===== config.mk =====
export PLATFORM = sky130hd
export DESIGN_NAME = pe_operand_joiner_flat
export DESIGN_NICKNAME = d
export VERILOG_FILES = /design/src/rtl/pe_operand_joiner_pkg.sv /design/src/rtl/pe_operand_joiner_if.sv /design/src/rtl/pe_operand_joiner_fifo.sv /design/src/rtl/pe_operand_joiner.sv /design/src/flat_wrapper.sv
export SDC_FILE = /design/constraint.sdc
export NUM_CORES = 1
export LEC_CHECK = 0
export CAP_MARGIN = 15
export CORE_MARGIN = 3
export CORE_UTILIZATION = 62
export CTS_CLUSTER_SIZE = 14
export DETAILED_ROUTE_END_ITERATION = 7
export PLACE_DENSITY = 0.81
export SYNTH_ARGS = -nofsm -noshare
export SYNTH_HDL_FRONTEND = slang
export SYNTH_HIERARCHICAL = 1
export SYNTH_SLANG_ARGS = --single-unit

===== constraint.sdc =====
create_clock -name clk -period 17.65 [get_ports clk]
set_input_delay 5.295 -clock clk [delete_from_list [all_inputs] [get_ports clk]]
set_output_delay 5.295 -clock clk [all_outputs]
set_load 0.01 [all_outputs]

===== src/rtl/pe_operand_joiner_pkg.sv =====
// Shared widths, opcode encoding and FIFO-1 entry layout for the PE operand joiner.
package pe_operand_joiner_pkg;
    localparam int dwidth_double = 64;
    localparam int dwidth_int    = 32;

    typedef logic [1:0] op_t;
    localparam op_t OP_ADD     = 2'b00;
    localparam op_t OP_SUB     = 2'b01;
    localparam int  OP_MUL_BIT = 1;

    // Stream-1 entry: opcode rides along with operand 1
    typedef struct packed {
        op_t                      op;
        logic [dwidth_double-1:0] data;
    } opnd1_t;

    function automatic logic is_mul(input op_t op);
        return op[OP_MUL_BIT];
    endfunction
endpackage


===== src/rtl/pe_operand_joiner_if.sv =====
// Operand-stream, issue-control and PE-facing signal bundle of the joiner.
interface pe_operand_joiner_if #(
    parameter int DEPTH = 8,
    parameter int CNT_W = 32
) ();
    import pe_operand_joiner_pkg::*;
    localparam int FW = $clog2(DEPTH) + 1;

    logic [dwidth_double-1:0] in1_data;
    op_t                      in1_op;
    logic                     in1_valid;
    logic                     in1_ready;
    logic [dwidth_double-1:0] in2_data;
    logic                     in2_valid;
    logic                     in2_ready;
    logic                     issue_en;
    logic [dwidth_double-1:0] out_inp1;
    logic [dwidth_double-1:0] out_inp2;
    logic                     out_valid1;
    logic                     out_valid2;
    op_t                      out_op;
    logic [FW-1:0]            fill1;
    logic [FW-1:0]            fill2;
    logic [CNT_W-1:0]         pair_count;

    modport slave (
        input  in1_data, in1_op, in1_valid, in2_data, in2_valid, issue_en,
        output in1_ready, in2_ready, out_inp1, out_inp2, out_valid1, out_valid2,
               out_op, fill1, fill2, pair_count
    );

    modport master (
        output in1_data, in1_op, in1_valid, in2_data, in2_valid, issue_en,
        input  in1_ready, in2_ready, out_inp1, out_inp2, out_valid1, out_valid2,
               out_op, fill1, fill2, pair_count
    );
endinterface


===== src/rtl/pe_operand_joiner_fifo.sv =====
// Synchronous circular FIFO with occupancy output; caller guards push/pop, no bypass.
module pe_operand_fifo #(
    parameter int W     = 64,
    parameter int DEPTH = 8
) (
    input  logic                       clk,
    input  logic                       rst,
    input  logic                       push,
    input  logic [W-1:0]               wdata,
    input  logic                       pop,
    output logic [W-1:0]               rdata,
    output logic [$clog2(DEPTH):0]     fill
);
    localparam int AW = $clog2(DEPTH);

    logic [W-1:0]  mem [DEPTH];
    logic [AW-1:0] wr_ptr, rd_ptr;

    always_ff @(posedge clk) begin
        if (push) mem[wr_ptr] <= wdata;
    end

    // Pointers wrap naturally since DEPTH is a power of two
    always_ff @(posedge clk) begin
        if (rst) begin
            wr_ptr <= '0;
            rd_ptr <= '0;
            fill   <= '0;
        end else begin
            if (push) wr_ptr <= wr_ptr + 1'b1;
            if (pop)  rd_ptr <= rd_ptr + 1'b1;
            fill <= fill + (AW+1)'(push) - (AW+1)'(pop);
        end
    end

    assign rdata = mem[rd_ptr];
endmodule


===== src/rtl/pe_operand_joiner.sv =====
// Pairs two buffered operand streams and issues aligned operand pairs to the PE.
module pe_operand_joiner
    import pe_operand_joiner_pkg::*;
#(
    parameter int DEPTH = 8,
    parameter int CNT_W = 32
) (
    input logic                 clk,
    input logic                 rst,
    pe_operand_joiner_if.slave  io
);
    localparam int FW = $clog2(DEPTH) + 1;

    logic [FW-1:0]            fill1, fill2;
    logic                     push1, push2, pop;
    opnd1_t                   wdata1, head1;
    logic [dwidth_double-1:0] head2;
    logic                     vld_q;
    logic [dwidth_double-1:0] inp1_q, inp2_q;
    op_t                      op_q;
    logic [CNT_W-1:0]         cnt_q;

    // Ready is a pure occupancy compare: a pop at full frees space only next cycle
    assign io.in1_ready = !rst && (fill1 < FW'(DEPTH));
    assign io.in2_ready = !rst && (fill2 < FW'(DEPTH));
    assign push1  = io.in1_valid && io.in1_ready;
    assign push2  = io.in2_valid && io.in2_ready;
    assign pop    = io.issue_en && (fill1 != '0) && (fill2 != '0);
    assign wdata1 = '{op: io.in1_op, data: io.in1_data};

    pe_operand_fifo #(.W(dwidth_double + 2), .DEPTH(DEPTH)) u_fifo1 (
        .clk(clk), .rst(rst), .push(push1), .wdata(wdata1),
        .pop(pop), .rdata(head1), .fill(fill1)
    );

    pe_operand_fifo #(.W(dwidth_double), .DEPTH(DEPTH)) u_fifo2 (
        .clk(clk), .rst(rst), .push(push2), .wdata(io.in2_data),
        .pop(pop), .rdata(head2), .fill(fill2)
    );

    always_ff @(posedge clk) begin
        if (rst) begin
            vld_q  <= 1'b0;
            inp1_q <= '0;
            inp2_q <= '0;
            op_q   <= OP_ADD;
            cnt_q  <= '0;
        end else begin
            vld_q <= pop;
            if (pop) begin
                inp1_q <= head1.data;
                op_q   <= head1.op;
                inp2_q <= head2;
                cnt_q  <= cnt_q + 1'b1;
            end
        end
    end

    assign io.out_valid1 = vld_q;
    assign io.out_valid2 = vld_q;
    assign io.out_inp1   = inp1_q;
    assign io.out_inp2   = inp2_q;
    assign io.out_op     = op_q;
    assign io.fill1      = fill1;
    assign io.fill2      = fill2;
    assign io.pair_count = cnt_q;
endmodule


===== src/flat_wrapper.sv =====
// flat-port wrapper written by rule: the top's interface ports become plain ports
module pe_operand_joiner_flat import pe_operand_joiner_pkg::*;
#(
    parameter int DEPTH = 8,
    parameter int CNT_W = 32
)
  (clk, rst, io_in1_data, io_in1_op, io_in1_valid, io_in2_data, io_in2_valid, io_issue_en, io_in1_ready, io_in2_ready, io_out_inp1, io_out_inp2, io_out_valid1, io_out_valid2, io_out_op, io_fill1, io_fill2, io_pair_count);
  pe_operand_joiner_if #(.DEPTH(DEPTH), .CNT_W(CNT_W)) io_i ();
  input logic clk;
  input logic rst;
  input wire logic [$bits(io_i.in1_data)-1:0] io_in1_data;
  input wire logic [$bits(io_i.in1_op)-1:0] io_in1_op;
  input wire logic [$bits(io_i.in1_valid)-1:0] io_in1_valid;
  input wire logic [$bits(io_i.in2_data)-1:0] io_in2_data;
  input wire logic [$bits(io_i.in2_valid)-1:0] io_in2_valid;
  input wire logic [$bits(io_i.issue_en)-1:0] io_issue_en;
  output wire logic [$bits(io_i.in1_ready)-1:0] io_in1_ready;
  output wire logic [$bits(io_i.in2_ready)-1:0] io_in2_ready;
  output wire logic [$bits(io_i.out_inp1)-1:0] io_out_inp1;
  output wire logic [$bits(io_i.out_inp2)-1:0] io_out_inp2;
  output wire logic [$bits(io_i.out_valid1)-1:0] io_out_valid1;
  output wire logic [$bits(io_i.out_valid2)-1:0] io_out_valid2;
  output wire logic [$bits(io_i.out_op)-1:0] io_out_op;
  output wire logic [$bits(io_i.fill1)-1:0] io_fill1;
  output wire logic [$bits(io_i.fill2)-1:0] io_fill2;
  output wire logic [$bits(io_i.pair_count)-1:0] io_pair_count;
  assign io_i.in1_data = io_in1_data;
  assign io_i.in1_op = io_in1_op;
  assign io_i.in1_valid = io_in1_valid;
  assign io_i.in2_data = io_in2_data;
  assign io_i.in2_valid = io_in2_valid;
  assign io_i.issue_en = io_issue_en;
  assign io_in1_ready = io_i.in1_ready;
  assign io_in2_ready = io_i.in2_ready;
  assign io_out_inp1 = io_i.out_inp1;
  assign io_out_inp2 = io_i.out_inp2;
  assign io_out_valid1 = io_i.out_valid1;
  assign io_out_valid2 = io_i.out_valid2;
  assign io_out_op = io_i.out_op;
  assign io_fill1 = io_i.fill1;
  assign io_fill2 = io_i.fill2;
  assign io_pair_count = io_i.pair_count;
  pe_operand_joiner #(.DEPTH(DEPTH), .CNT_W(CNT_W)) u_core (.clk(clk), .rst(rst), .io(io_i));
endmodule

==> reports/metrics.yaml <==
status:
  status: "complete, no violations"
clock_tree:
  clkTransAtPathRegs_ps: 60
  cts_root_buffer: "clkbuf_16"
  cts_tree: "done"
  clk_latency_ps: 680
  cts_resized: 0
  cts_buffers: 116
  cts.htree.levels: 3
  clk_path_buf_depth: 3
  cts_hold_buffers: 0
  cts_setup_buffers: 0
  cts.sinks: 1229
worst_setup_path:
  start_kind: "input port"
  arrival_ps: 7300
  crit_path_end_kind: "primary output"
  cp.required_ps: 12350
  critPathKind: "input port to primary output"
  crit_fanout: 72
global_routing:
  grt_util_all_layers: 0.2657
  grt_start_max_net_pins: 77
  grt_antenna_before_repair: 14
  grt_overflow: 0
  grt_pass1_vias: 25060
  grt_pass1_wl_um: 153800
floorplan:
  initial_core_util: 0.6291
  core_mm2: 0.07345
  row_count: 99
  die_h_um: 279.0
  die-area_mm2: 0.07784
  ios: 309
  die_w_um: 279.0
timing:
  max_clock_freq_mhz: 79.39
  final-hold-violation-count: 0
  fin_setup_tns_ps: 0
  fin_crit_sh: 0.7137
  clock_skew_ps: 22.90
  maxSlewViolCount: 0
  setup-violations-final: 0
  slew_headroom: 0.2296
  period_minus_slack_ps: 12600
  worst_slack_ps: 5054
  rsz0062_at_grt: "no"
  tightest_slew_ps: 1156
min_path:
  hold_path_class: "flip-flop to flip-flop"
detailed_routing:
  wl_per_cell_um: 26.92
  wirelength_um: 102100
  drt-pass1-iter-count: 5
  vias_per_cell: 6.220
  num_vias: 23590
  ant_nets: 0
  drtIter0Drc: 2214
  drc: 0
pwr:
  finalPower_mw: 6.867
  ir_worst_vdd_mv: 0.1140
  power.density_mw_per_mm2: 126.9
  power.leakage_nw: 16.82
finish:
  design_area_mm2: 0.05410
  final_cell_mix: "1,040 x edfxtp_1, 307 x clkdlybuf4s50_1, 278 x nand2_1, 260 x mux4_2, 183 x dfxtp_1"
  nNetsFinal: 2868
  seqCellArea_mm2: 0.03504
  area_growth_pct: 17.07
  drive_gt1_frac: 0.2233
  layout_commonest_cell: "edfxtp_1"
  multi_input_area_mm2: 0.01056
  nFillCells: 4038
  instances_no_fill: 3792
placed_design:
  dp_hpwl_um: 55080
  portBuffers: 308
  placed_cell_area_mm2: 0.05018
  gp_congestion: 0.7663
  post-place-cells: 3559
  place_ws_ps: 5091
logic_synthesis:
  yosysWarnings: 6
  syn_inst: 2384
  syn_nets: 2534
  synthArstFlopShare: 0
  synth.distinct_cells: 41
  synth_area_mm2: 0.04621
  postSynthAreaPerCell_um2: 19.38
  synth_edf_count: 1040
  synth_ff_type: "edfxtp_1"
  synth-seq-area-share: 0.7577
  synth_seq_cells: 1229
job:
  cap_viol_max_count: 0
critical path, stage by stage:
cell,delay (ps)
buf_6,400
buf_4,830
nor2_1,130
clkdlybuf4s50_1,520
cells by family (layout without fill, tap and decap cells):
family,count (synthesis),in the layout,share of synthesized area
adders and majority gates,15,15,0.004386
DFF,1229,1229,0.7577
other,0,12,0
xor gates and xnor gates,32,32,0.006065
AOI/OAI and AO/OA,156,156,0.01714
and+or+nand+nor,418,418,0.03883
muxes,395,395,0.1595
buffers and inverters,139,576,0.01638
worst paths after layout:
kind                                             start                endpoint  slack (ps)  cells past startpoint
worst min register to register  u_core/io.out_inp2[53]  u_core/io.out_inp2[53]         450                      2
worst min-delay path            u_core/io.out_inp2[53]  u_core/io.out_inp2[53]         450                      2
worst max register to register  u_core/u_fifo1/fill[1]  u_core/u_fifo2/fill[2]       14310                     10
worst max-delay path                               rst            io_in2_ready        5050                      4
sequential cells by signal, indices dropped and copies added (netlist names), named ones only:
register and flops:
u_core/u_fifo1/mem 528, u_core/u_fifo2/wr_ptr 3, u_core/io.pair_count 32, u_core/io.out_inp1 64, u_core/u_fifo2/fill 4, u_core/io.out_op 2
u_core/io.out_valid1 1, u_core/io.out_inp2 64, u_core/u_fifo1/fill 4, u_core/u_fifo1/rd_ptr 3, u_core/u_fifo2/mem 512, u_core/u_fifo1/wr_ptr 3
u_core/u_fifo2/rd_ptr 3
power breakdown:
| group | internal, mW | switching (mW) |
|---|---|---|
| Sequential | 3.28 | 0.119 |
| Clock | 1.44 | 1.04 |
| Combinational | 0.488 | 0.501 |
Yosys cell counts, types with 3 or more instances:
cell type / n / share of area
or3_1: 8 / 0.0011
and2_1: 7 / 0.00095
o21ai_0: 8 / 0.00087
buf_6: 23 / 0.0056
nor4_1: 3 / 0.00041
nand3_1: 19 / 0.0021
buf_4: 4 / 0.00065
xnor2_1: 13 / 0.0025
dfxtp_1: 189 / 0.082
nor2b_1: 4 / 0.00054
and4_1: 5 / 0.00095
a21oi_1: 145 / 0.016
nand2_1: 279 / 0.023
and3_1: 4 / 0.00054
ha_1: 13 / 0.0035
mux2i_1: 4 / 0.00087
nor3_1: 6 / 0.00065
nand2b_1: 8 / 0.0011
clkbuf_1: 57 / 0.0046
nand4_1: 11 / 0.0015
buf_1: 10 / 0.00081
xor2_1: 19 / 0.0036
mux4_2: 260 / 0.13
buf_2: 30 / 0.0032
inv_1: 13 / 0.0011
nor2_1: 56 / 0.0045
edfxtp_1: 1040 / 0.68
mux2_2: 131 / 0.032
per-stage QoR:
stage	utilization	hold slack, ps
after global placement	0.6832	441.0
final	0.7365	450.6
after global routing	0.7363	469.2
after detailed placement	0.6832	445.5
after floorplan	-	475.4
after CTS	0.7361	454.1
per-layer routing:
metal,share of wire,track usage
met5,0.00052,0
met4,0.024,0.07987
met3,0.095,0.07458
met2,0.51,0.4462
met1,0.37,0.3441
final cells by class:
cell class / count / area share
repair buffers: 341 / 0.06159
inverters: 14 / 0.001064
multi-input cells: 1016 / 0.1952
flip-flops and latches: 1229 / 0.6477
well taps: 959 / 0.02218
clock inverters: 55 / 0.01069
diodes: 12 / 0.0005551
clock buffers: 166 / 0.06111
Note: power is estimated with default switching activity, not from simulation.
